<file path="config.mk">
export PLATFORM = sky130hd
export DESIGN_NAME = sobel_gradient_flat
export DESIGN_NICKNAME = d
export VERILOG_FILES = /design/src/rtl/sobel_pkg.sv /design/src/rtl/sobel_gradient_if.sv /design/src/rtl/sobel_grad_axis.sv /design/src/rtl/sobel_gradient.sv /design/src/flat_wrapper.sv
export SDC_FILE = /design/constraint.sdc
export NUM_CORES = 1
export LEC_CHECK = 0
export CORE_MARGIN = 5
export CORE_UTILIZATION = 40
export CTS_CLUSTER_SIZE = 12
export DETAILED_ROUTE_END_ITERATION = 6
export PLACE_DENSITY_LB_ADDON = 0.2
export SYNTH_ARGS = -nofsm -noshare
export SYNTH_HDL_FRONTEND = slang
export SYNTH_SLANG_ARGS = --single-unit
</file>
<file path="constraint.sdc">
create_clock -name clk -period 2.47 [get_ports clk]
set_input_delay 0.3705 -clock clk [delete_from_list [all_inputs] [get_ports clk]]
set_output_delay 0.3705 -clock clk [all_outputs]
set_load 0.05 [all_outputs]
</file>
<file path="src/rtl/sobel_pkg.sv">
// rtl/sobel_pkg.sv - shared widths, constants and arithmetic helpers for the Sobel stage
package sobel_pkg;

   localparam int SOBEL_PIX_W   = 8;
   localparam int SOBEL_SUM_W   = 10;
   localparam int SOBEL_MAG_W   = 11;
   localparam int SOBEL_LATENCY = 3;

   localparam logic [SOBEL_PIX_W-1:0] SOBEL_SAT = 8'd255;

   typedef logic [SOBEL_PIX_W-1:0] pix_t;
   typedef logic [SOBEL_SUM_W-1:0] sum_t;
   typedef logic [SOBEL_MAG_W-1:0] mag_t;

   // Weighted 1-2-1 column/row sum of three taps; max 4*255 = 1020 fits in 10 bits.
   function automatic sum_t sobel_taps(input pix_t a, input pix_t m, input pix_t b);
      return sum_t'(a) + (sum_t'(m) << 1) + sum_t'(b);
   endfunction

   // Clamp the 11-bit magnitude sum into an 8-bit pixel.
   function automatic pix_t sobel_saturate(input mag_t s);
      return (s > mag_t'(SOBEL_SAT)) ? SOBEL_SAT : s[SOBEL_PIX_W-1:0];
   endfunction

endpackage

</file>
<file path="src/rtl/sobel_gradient_if.sv">
// rtl/sobel_gradient_if.sv - window-in / edge-pixel-out bundle for sobel_gradient
interface sobel_gradient_if;
   import sobel_pkg::*;

   pix_t d0_i;
   pix_t d1_i;
   pix_t d2_i;
   pix_t d3_i;
   pix_t d4_i;
   pix_t d5_i;
   pix_t d6_i;
   pix_t d7_i;
   pix_t d8_i;
   logic done_i;
   logic sof_i;

   pix_t edge_o;
   logic done_o;
   logic frame_done_o;

   // Window producer side (data buffer / testbench).
   modport master (
      output d0_i, d1_i, d2_i, d3_i, d4_i, d5_i, d6_i, d7_i, d8_i,
      output done_i, sof_i,
      input  edge_o, done_o, frame_done_o
   );

   // Gradient engine side.
   modport slave (
      input  d0_i, d1_i, d2_i, d3_i, d4_i, d5_i, d6_i, d7_i, d8_i,
      input  done_i, sof_i,
      output edge_o, done_o, frame_done_o
   );

endinterface

</file>
<file path="src/rtl/sobel_grad_axis.sv">
// rtl/sobel_grad_axis.sv - one Sobel axis: weighted tap sums (S1) then absolute difference (S2)
module sobel_grad_axis
   import sobel_pkg::*;
(
   input  logic clk,
   input  logic rst,
   input  logic s1_en,
   input  logic s2_en,
   input  pix_t pa,
   input  pix_t pm,
   input  pix_t pb,
   input  pix_t na,
   input  pix_t nm,
   input  pix_t nb,
   output sum_t mag
);

   sum_t p_sum;
   sum_t n_sum;
   sum_t abs_diff;

   // S1: register positive and negative weighted sums; hold when no window arrives.
   always_ff @(posedge clk or negedge rst) begin
      if (!rst) begin
         p_sum <= '0;
         n_sum <= '0;
      end else if (s1_en) begin
         p_sum <= sobel_taps(pa, pm, pb);
         n_sum <= sobel_taps(na, nm, nb);
      end
   end

   // Magnitude of the signed difference, formed by ordering the operands so no sign bit is needed.
   always_comb begin
      abs_diff = '0;
      if (p_sum >= n_sum) abs_diff = p_sum - n_sum;
      else                abs_diff = n_sum - p_sum;
   end

   // S2: register the axis gradient magnitude.
   always_ff @(posedge clk or negedge rst) begin
      if (!rst)       mag <= '0;
      else if (s2_en) mag <= abs_diff;
   end

endmodule

</file>
<file path="src/rtl/sobel_gradient.sv">
// rtl/sobel_gradient.sv - Sobel |Gx|+|Gy| edge stage, 3-cycle pipeline; SOBEL_THRESHOLD_EN selects 0/255 binarised output
module sobel_gradient
   import sobel_pkg::*;
#(
   parameter int IMG_W     = 640,
   parameter int IMG_H     = 480,
   parameter int THRESHOLD = 128
)
(
   input  logic            clk,
   input  logic            rst,
   sobel_gradient_if.slave bus
);

   localparam int CW = $clog2(IMG_W) + 1;
   localparam int RW = $clog2(IMG_H) + 1;
   localparam logic [CW-1:0] COL_LAST = CW'(IMG_W - 1);
   localparam logic [RW-1:0] ROW_LAST = RW'(IMG_H - 1);

   logic [CW-1:0] col_cnt, col_nxt, cap_col;
   logic [RW-1:0] row_cnt, row_nxt, cap_row;
   logic          cap_border;
   logic          cap_last;

   logic v1, v2;
   logic b1, b2;
   logic l1, l2;

   sum_t ax, ay;
   mag_t s_sum;
   pix_t s_val;

   pix_t edge_q;
   logic done_q;
   logic fd_q;

   // Position of the incoming window and the counter update; sof forces this window to (0,0).
   always_comb begin
      cap_col = bus.sof_i ? '0 : col_cnt;
      cap_row = bus.sof_i ? '0 : row_cnt;
      col_nxt = col_cnt;
      row_nxt = row_cnt;
      if (bus.done_i) begin
         if (cap_col == COL_LAST) begin
            col_nxt = '0;
            row_nxt = (cap_row == ROW_LAST) ? '0 : cap_row + 1'b1;
         end else begin
            col_nxt = cap_col + 1'b1;
            row_nxt = cap_row;
         end
      end else if (bus.sof_i) begin
         col_nxt = '0;
         row_nxt = '0;
      end
      cap_border = (cap_col < CW'(2)) || (cap_row < RW'(2));
      cap_last   = (cap_col == COL_LAST) && (cap_row == ROW_LAST);
   end

   // Column/row position counters.
   always_ff @(posedge clk or negedge rst) begin
      if (!rst) begin
         col_cnt <= '0;
         row_cnt <= '0;
      end else begin
         col_cnt <= col_nxt;
         row_cnt <= row_nxt;
      end
   end

   // Valid pipeline plus border/last-pixel flags travelling alongside the data.
   always_ff @(posedge clk or negedge rst) begin
      if (!rst) begin
         v1 <= 1'b0;
         v2 <= 1'b0;
         b1 <= 1'b0;
         b2 <= 1'b0;
         l1 <= 1'b0;
         l2 <= 1'b0;
      end else begin
         v1 <= bus.done_i;
         v2 <= v1;
         if (bus.done_i) begin
            b1 <= cap_border;
            l1 <= cap_last;
         end
         if (v1) begin
            b2 <= b1;
            l2 <= l1;
         end
      end
   end

   // Horizontal gradient: right column minus left column.
   sobel_grad_axis u_axis_x (
      .clk   (clk),
      .rst   (rst),
      .s1_en (bus.done_i),
      .s2_en (v1),
      .pa    (bus.d2_i),
      .pm    (bus.d5_i),
      .pb    (bus.d8_i),
      .na    (bus.d0_i),
      .nm    (bus.d3_i),
      .nb    (bus.d6_i),
      .mag   (ax)
   );

   // Vertical gradient: bottom row minus top row.
   sobel_grad_axis u_axis_y (
      .clk   (clk),
      .rst   (rst),
      .s1_en (bus.done_i),
      .s2_en (v1),
      .pa    (bus.d6_i),
      .pm    (bus.d7_i),
      .pb    (bus.d8_i),
      .na    (bus.d0_i),
      .nm    (bus.d1_i),
      .nb    (bus.d2_i),
      .mag   (ay)
   );

   // S3 value: summed magnitude, either saturated or binarised.
   always_comb begin
      s_sum = mag_t'(ax) + mag_t'(ay);
`ifdef SOBEL_THRESHOLD_EN
      s_val = (s_sum >= mag_t'(THRESHOLD)) ? SOBEL_SAT : 8'd0;
`else
      s_val = sobel_saturate(s_sum);
`endif
   end

`ifndef SOBEL_THRESHOLD_EN
   logic unused_threshold;
   assign unused_threshold = ^THRESHOLD;
`endif

   // The centre tap carries no weight in either Sobel kernel.
   logic unused_centre;
   assign unused_centre = ^bus.d4_i;

   // S3 output register; edge holds its last value between strobes, border pixels forced to 0.
   always_ff @(posedge clk or negedge rst) begin
      if (!rst) begin
         edge_q <= '0;
         done_q <= 1'b0;
         fd_q   <= 1'b0;
      end else begin
         done_q <= v2;
         fd_q   <= v2 & l2;
         if (v2) edge_q <= b2 ? 8'd0 : s_val;
      end
   end

   assign bus.edge_o       = edge_q;
   assign bus.done_o       = done_q;
   assign bus.frame_done_o = fd_q;

endmodule

</file>
<file path="src/flat_wrapper.sv">
// flat-port wrapper written by rule: the top's interface ports become plain ports
module sobel_gradient_flat import sobel_pkg::*;
#(
   parameter int IMG_W     = 640,
   parameter int IMG_H     = 480,
   parameter int THRESHOLD = 128
)
  (clk, rst, bus_d0_i, bus_d1_i, bus_d2_i, bus_d3_i, bus_d4_i, bus_d5_i, bus_d6_i, bus_d7_i, bus_d8_i, bus_done_i, bus_sof_i, bus_edge_o, bus_done_o, bus_frame_done_o);
  sobel_gradient_if bus_i ();
  input  logic clk;
  input  logic rst;
  input wire logic [$bits(bus_i.d0_i)-1:0] bus_d0_i;
  input wire logic [$bits(bus_i.d1_i)-1:0] bus_d1_i;
  input wire logic [$bits(bus_i.d2_i)-1:0] bus_d2_i;
  input wire logic [$bits(bus_i.d3_i)-1:0] bus_d3_i;
  input wire logic [$bits(bus_i.d4_i)-1:0] bus_d4_i;
  input wire logic [$bits(bus_i.d5_i)-1:0] bus_d5_i;
  input wire logic [$bits(bus_i.d6_i)-1:0] bus_d6_i;
  input wire logic [$bits(bus_i.d7_i)-1:0] bus_d7_i;
  input wire logic [$bits(bus_i.d8_i)-1:0] bus_d8_i;
  input wire logic [$bits(bus_i.done_i)-1:0] bus_done_i;
  input wire logic [$bits(bus_i.sof_i)-1:0] bus_sof_i;
  output wire logic [$bits(bus_i.edge_o)-1:0] bus_edge_o;
  output wire logic [$bits(bus_i.done_o)-1:0] bus_done_o;
  output wire logic [$bits(bus_i.frame_done_o)-1:0] bus_frame_done_o;
  assign bus_i.d0_i = bus_d0_i;
  assign bus_i.d1_i = bus_d1_i;
  assign bus_i.d2_i = bus_d2_i;
  assign bus_i.d3_i = bus_d3_i;
  assign bus_i.d4_i = bus_d4_i;
  assign bus_i.d5_i = bus_d5_i;
  assign bus_i.d6_i = bus_d6_i;
  assign bus_i.d7_i = bus_d7_i;
  assign bus_i.d8_i = bus_d8_i;
  assign bus_i.done_i = bus_done_i;
  assign bus_i.sof_i = bus_sof_i;
  assign bus_edge_o = bus_i.edge_o;
  assign bus_done_o = bus_i.done_o;
  assign bus_frame_done_o = bus_i.frame_done_o;
  sobel_gradient #(.IMG_W(IMG_W), .IMG_H(IMG_H), .THRESHOLD(THRESHOLD)) u_core (.clk(clk), .rst(rst), .bus(bus_i));
endmodule
</file>
==> results of run 1 <==
-- synth_stat cells (17+ instances only) --
cell,instances,area (µm²)
a21oi_1,55,275.3
mux2i_1,20,200.2
nand2_1,66,247.7
clkbuf_1,21,78.83
nor2_1,50,187.7
inv_1,75,281.5
o21ai_0,52,260.3
a21o_1,17,127.6
xnor2_1,22,192.7
fa_1,37,740.7
nor3_1,25,125.1
ha_1,86,1076
dfrtp_1,97,2427
-- layout make-up --
cell class                 count  area share, %
multi-input combinational    642          51.12
inverter                      76          2.805
tap                          265          3.260
timing repair buffer         187          15.77
clock buffer                  10          2.350
clock inverter                 6         0.8243
sequential                    97          23.87
-- power groups by stage --
stage               Sequential [W]  Combinational [W]  Clock [W]
floorplan                  0.00214            0.00365          0
finish                     0.00219            0.00560    0.00152
global route               0.00223            0.00628    0.00161
detailed placement         0.00222            0.00532          0
CTS                        0.00219            0.00543    0.00156
global placement           0.00221            0.00527          0
-- metal layers --
metal | GRT usage [%] | part of all wire (%) | vias up
li1 | - | - | 3312
met1 | 26.63 | 50 | 3042
met2 | 29.29 | 45 | 125
met3 | 2.756 | 3.6 | 17
met4 | 5.032 | 1.3 | 0
met5 | 0 | 0 | -
-- cell families (layout without fill, tap and decap cells) --
family / count (synthesis) / count (layout) / share of synthesized area (%)
mux: 23 / 23 / 2.989
flops: 97 / 97 / 31.01
compound gates: 207 / 207 / 16.72
buf+inv: 108 / 279 / 5.274
fa+ha+maj: 123 / 123 / 23.21
xor+xnor: 36 / 36 / 4.027
simple gates: 253 / 253 / 16.78
-- per-stage QoR --
stage	hold WS [ns]	power (W)	instance area (µm²)	setup TNS (ns)	setup WS, ns
floorplan	0.07491	0.005792	7829	0	0.03959
global placement	0.2838	0.007479	9602	-12.66	-0.7136
detailed placement	0.2861	0.007547	9602	-13.65	-0.7464
CTS	0.4503	0.009177	10000	-0.05950	-0.05950
global route	0.4709	0.01012	10170	-0.09286	-0.05497
finish	0.4504	0.009314	10170	0	0.06447
-- timing repair --
item / 4_1_cts / 5_1_grt
hold buffers: 1 / 0
buffers inserted: 3 / 2
gates cloned: 0 / 0
gates resized for setup: 47 / 42
endpoints found under the hold margin: 20 / 0
pin swaps: 29 / 36
endpoints found under the setup margin: 35 / 35
-- registers in the layout, summed over array words and instances (netlist names) --
register                 flops
u_core.b2                    1
u_core.v2                    1
u_core.bus.done_o            1
u_core.u_axis_y.mag         10
u_core.col_cnt              11
u_core.u_axis_x.p_sum       10
u_core.l1                    1
u_core.bus.edge_o            8
u_core.u_axis_x.n_sum       10
u_core.v1                    1
u_core.u_axis_y.p_sum       10
u_core.row_cnt              10
u_core.l2                    1
u_core.u_axis_x.mag         10
u_core.b1                    1
u_core.u_axis_y.n_sum       10
u_core.bus.frame_done_o      1
-- worst paths after layout --
kind	startpoint	endpoint	cells after the start
max	bus_d7_i[2]	u_core.u_axis_y.p_sum[9]	9
min	rst	u_core.bus.edge_o[1]	2
max reg2reg	u_core.u_axis_y.p_sum[2]	u_core.u_axis_y.mag[9]	8
min reg2reg	u_core.l2	u_core.bus.frame_done_o	1
max in group asynchronous	rst	u_core.u_axis_y.n_sum[4]	3
min in group clk	u_core.l2	u_core.bus.frame_done_o	1
==> results.yml, run 1 <==
outcome:
  status: "finished, final reports clean"
clock_tree:
  h-tree-depth: 3
  clock_sinks: 97
  root_buffer: "clkbuf_16"
  clk_latency_ns: 0.36
  clock_path_buffers: 2
  clkTransAtPathRegs_ns: 0.07
  tritoncts: "built"
  cts_inserted_buffers: 9
global_route:
  overflow: 0
  grt_pass1_wl_um: 33440
  antenna_found_initial: 0
  grt_max_degree: 51
  first_global_vias: 6753
  grt_usage_pct: 18.55
drt:
  drt-initial-drc-count: 308
  drt-total-wl_um: 20010
  vias: 6496
  post_drt_wl_per_cell_um: 15.59
  first_pass_iters: 6
  drc_errors: 0
  vias_per_cell: 5.063
  postRouteAntennaNets: 0
sta:
  drv_slew: 0
  fin_crit_sh_pct: 97.39
  period_minus_slack_ns: 2.406
  finalClockSkew_ns: 0.01362
  finalHoldViolCount: 0
  maxSlewHeadroom_pct: 66.95
  grt_setup_unrepaired: "true"
  setup_viol: 0
  tightest_slew_ns: 0.4942
  max_freq_mhz: 415.7
pwr:
  clock_power_share_pct: 16.3
  leakagePower_nw: 4.762
  p_comb_share_pct: 60.2
  p_switching_w: 0.003785
  internal_power_w: 0.005528
  power.share.sequential_pct: 23.5
  power_density_mw_per_mm2: 915.8
  switching_share_pct: 40.64
  peakVddDrop_mv: 0.4279
die:
  die_h_um: 149.9
  initial_core_util_pct: 40.36
  die-area_mm2: 0.02247
  dieWidth_um: 149.9
  pin_count: 86
  rows: 51
  core_area_mm2: 0.01940
yosys:
  synth.cell_area_mm2: 0.007829
  synth_edf_count: 0
  ys_warn_count: 0
  avgSynthCellArea_um2: 9.243
  synthesis.instances: 847
  synthArstFlopShare_pct: 100.0
  synth_fp_nets: 1046
  ys_ff_latch: 97
  synth-main-ff-cell: "dfrtp_1"
  synth_cell_types: 67
  yosysSeqAreaShare_pct: 31.01
critical_path:
  crit_path_end_kind: "flop"
  path_delay_family: "compound AO/OA/AOI/OAI gates"
  crit_chain: "clkdlybuf4s50_1 -> fa_1 -> ha_1 -> nor2b_2 -> o21ai_2 -> a21boi_2 -> o21a_1 -> o21a_1 -> o31a_1"
  cp_num_buf_inv: 1
  crit_required_ns: 2.71
  critPathSlowestCell: "clkdlybuf4s50_1"
  crit_fanout: 2
  critPathArrivalTime_ns: 2.64
  crit_path_frequent_cell: "o21a_1"
  start_kind: "input port"
  path_class: "in -> reg"
  reg2reg_slack_ns: 0.09
  critPathMaxStageDelay_ns: 0.48
placed_design:
  post-place-cells: 1261
  dp_hpwl_um: 16250
  place_congestion: 0.8163
  portBuffers: 77
cells_and_area:
  regArea_mm2: 0.002427
  stdcell_count: 1283
  syn_to_final_growth_pct: 29.90
  fill_cells: 1878
  fin_nets: 1212
  drive_gt1_share_pct: 18.27
  multiInputGateArea_mm2: 0.005199
  final_cell_mix: "108 x buf_4, 97 x dfrtp_1, 76 x ha_1, 71 x inv_1, 65 x nand2_1"
  antenna_cells: 0
  final_common_cell: "buf_4"
  finalCoreUtilization_pct: 52.43
hold_path:
  hold_path_class: "in -> async"
flow_run:
  cap_violations: 0
Note: power is estimated with default switching activity, not from simulation.
==> inputs of run 2 (changes only) <==
--- a/config.mk
+++ b/config.mk
@@ -12,4 +12,6 @@
 export PLACE_DENSITY_LB_ADDON = 0.2
 export SYNTH_ARGS = -nofsm -noshare
 export SYNTH_HDL_FRONTEND = slang
+export SYNTH_HIERARCHICAL = 1
 export SYNTH_SLANG_ARGS = --single-unit
+export TNS_END_PERCENT = 20
==> run 2 against run 1 <==
- flip-flop and latch count unchanged
- sequential share of layout area down 1.1 points
- cell count up 4.7%
- worst setup slack worse by 0.029 ns
- hold slack worse by 0.16 ns
- utilization about the same
- design area up 5.0%
- global-route usage down 1.0 points
- wire length up 4.7%
- synthesized area up 6.7%
- critical path type unchanged
- largest power group unchanged
- highest routed layer unchanged
==> results.yml, run 2 <==
outcome:
  status: "finished, final reports clean"
drt:
  vias: 6978
  drt-total-wl_um: 20940
  post_drt_wl_per_cell_um: 15.59
  postRouteAntennaNets: 0
  vias_per_cell: 5.196
  first_pass_iters: 5
  drc_errors: 0
  drt-initial-drc-count: 430
pwr:
  leakagePower_nw: 4.999
  p_switching_w: 0.004418
  clock_power_share_pct: 15.0
  total_power_w: 0.01040
  peakVddDrop_mv: 0.4277
  internal_power_w: 0.005985
  power_density_mw_per_mm2: 974.6
  switching_share_pct: 42.47
  power.share.sequential_pct: 21.4
  p_comb_share_pct: 63.6
global_route:
  first_global_vias: 6676
  overflow: 0
  grt_max_degree: 97
  grt_usage_pct: 17.55
  antenna_found_initial: 0
  grt_pass1_wl_um: 34180
cells_and_area:
  regMostFlops: "u_core/col_cnt"
  antenna_cells: 0
  syn_to_final_growth_pct: 27.82
  drive_gt1_share_pct: 18.92
  fin_nets: 1267
  finalCoreUtilization_pct: 52.41
  largest_register_ffs: 11
  final_common_cell: "buf_4"
  final_cell_mix: "108 x buf_4, 97 x dfrtp_1, 82 x inv_1, 76 x ha_1, 72 x nand2_1"
sta:
  max_freq_mhz: 410.7
  drv_slew: 0
  setup_viol: 0
  maxSlewHeadroom_pct: 66.11
  tightest_slew_ns: 0.5084
  period_minus_slack_ns: 2.435
  finalHoldViolCount: 0
  grt_setup_unrepaired: "true"
  fin_crit_sh_pct: 98.58
  finalClockSkew_ns: 0.009482
  timing.setup.tns_ns: 0
critical_path:
  start_kind: "input port"
  cp-endpoint: "u_core/u_axis_y/p_sum[8]"
  critPathSlowestCell: "clkdlybuf4s50_1"
  timing.rr.start: "u_core/u_axis_x/n_sum[0]"
  r2r_end: "u_core/u_axis_x/mag[8]"
  critPathMaxStageDelay_ns: 0.50
  startpoint: "bus_d7_i[1]"
  reg2reg_slack_ns: 0.06
  crit_fanout: 2
  path_class: "in -> reg"
  crit_chain: "clkdlybuf4s50_1 -> fa_1 -> ha_1 -> a21o_1 -> a21oi_1 -> o21bai_1 -> a31oi_1 -> mux2_2 -> o211ai_1"
  crit_required_ns: 2.74
  worstRegToRegCells: 9
  crit_path_end_kind: "flop"
  critPathArrivalTime_ns: 2.71
yosys:
  netlist.area_leader.share_pct: 29.07
  yosysTopAreaCell: "dfrtp_1"
  synth_area_leaders: "dfrtp_1 29%, ha_1 13%, fa_1 8.9%, inv_1 4.0%, nand2_1 3.3%"
  synth_most_common_cell: "dfrtp_1"
  yosysSeqAreaShare_pct: 29.07
  synth_fp_nets: 1101
  synthesis.instances: 902
  synth-main-ff-cell: "dfrtp_1"
  synth.cell_area_mm2: 0.008351
  ys_ff_latch: 97
  synth_common_cells: "97 x dfrtp_1, 88 x inv_1, 86 x ha_1"
  synthArstFlopShare_pct: 100.0
  synth_cell_types: 78
  avgSynthCellArea_um2: 9.258
  synth_edf_count: 0
  ys_warn_count: 6
die:
  core_area_mm2: 0.02036
  dieWidth_um: 154.5
  initial_core_util_pct: 41.01
  die_h_um: 154.5
  rows: 52
  die-area_mm2: 0.02387
  pin_count: 86
placed_design:
  dp_hpwl_um: 16670
  place_congestion: 0.8767
  portBuffers: 77
flow_run:
  cap_violations: 0
hold_path:
  min_from: "bus_done_i"
  hold_path_class: "in -> reg"
clock_tree:
  cts_inserted_buffers: 9
  clock_sinks: 97
  clk_latency_ns: 0.36
  clkTransAtPathRegs_ns: 0.08
  root_buffer: "clkbuf_16"
  h-tree-depth: 3
  clock_path_buffers: 2
  tritoncts: "built"
run 2: power groups by stage:
stage | clock network [W] | logic [W] | registers (W)
floorplan | 0 | 0.00432 | 0.00216
global placement | 0 | 0.00621 | 0.00225
detailed placement | 0 | 0.00623 | 0.00226
CTS | 0.00160 | 0.00633 | 0.00223
global route | 0.00167 | 0.00732 | 0.00227
finish | 0.00156 | 0.00662 | 0.00223
run 2: how the worst min path moves through the flow:
stage                              endpoint  slack [ns]  cells after the start
floorplan                         u_core/b1        0.07                      0
global placement    u_core/bus.frame_done_o        0.36                      1
detailed placement  u_core/bus.frame_done_o        0.36                      1
CTS                       u_core/col_cnt[0]        0.28                      2
global route              u_core/col_cnt[0]        0.30                      2
finish                    u_core/col_cnt[0]        0.29                      2
run 2: cells by family after synthesis:
family / count (synthesis) / share of synthesized area (%)
and+or+nand+nor: 261 / 16.56
muxes: 20 / 2.547
AOI/OAI and AO/OA: 244 / 20.53
xor gates and xnor gates: 37 / 3.881
DFF: 97 / 29.07
buffers and inverters: 120 / 5.664
adders and majority gates: 123 / 21.76
run 2: per-layer routing:
layer	routed length [µm]	GRT usage [%]
met5	0	0
met3	1021	3.521
met1	10310	25.52
met2	9389	27.04
met4	221	3.995
run 2: stage by stage:
stage	area [µm²]	hold slack (ns)	std cells	setup slack, ns
after floorplan	8377	0.07491	902	-0.02962
after detailed placement	10090	0.3586	1315	-0.6522
after global routing	10670	0.2990	1343	-0.08418
after global placement	10090	0.3574	1315	-0.6235
final	10670	0.2936	1343	0.03514
after CTS	10510	0.2793	1337	-0.06596
run 2: final cells by class:
| type | instances | area, µm² |
|---|---|---|
| well taps | 270 | 337.8 |
| clock buffers | 9 | 225.2 |
| inverters | 89 | 334.1 |
| fillers | 1929 | 9691 |
| clock inverters | 7 | 101.3 |
| flip-flops and latches | 97 | 2427 |
| repair buffers | 186 | 1604 |
| multi-input cells | 685 | 5644 |
run 2: what timing repair did:
item | in CTS | in global routing
hold endpoints to repair | 32 | 0
setup buffers | 5 | 7
hold buffers | 1 | 0
endpoints found under the setup margin | 23 | 23
resized for setup | 32 | 24
pin swaps | 30 | 28
run 2: worst max-delay path: cells and delay by family:
family	cells	cell delay, ns
buffers and inverters	1	0.50
AO/OA/AOI/OAI	5	0.70
adder cells (fa/ha/maj)	2	0.78
multiplexers	1	0.35
==> inputs of run 3 (changes only) <==
--- a/config.mk
+++ b/config.mk
@@ -7,6 +7,7 @@
 export LEC_CHECK = 0
 export CORE_MARGIN = 5
 export CORE_UTILIZATION = 40
+export CTS_BUF_LIST = sky130_fd_sc_hd__clkbuf_16
 export CTS_CLUSTER_SIZE = 12
 export DETAILED_ROUTE_END_ITERATION = 6
 export PLACE_DENSITY_LB_ADDON = 0.2
==> results of run 3 <==
Final layout, timing and power as in run 2 (identical DEF).
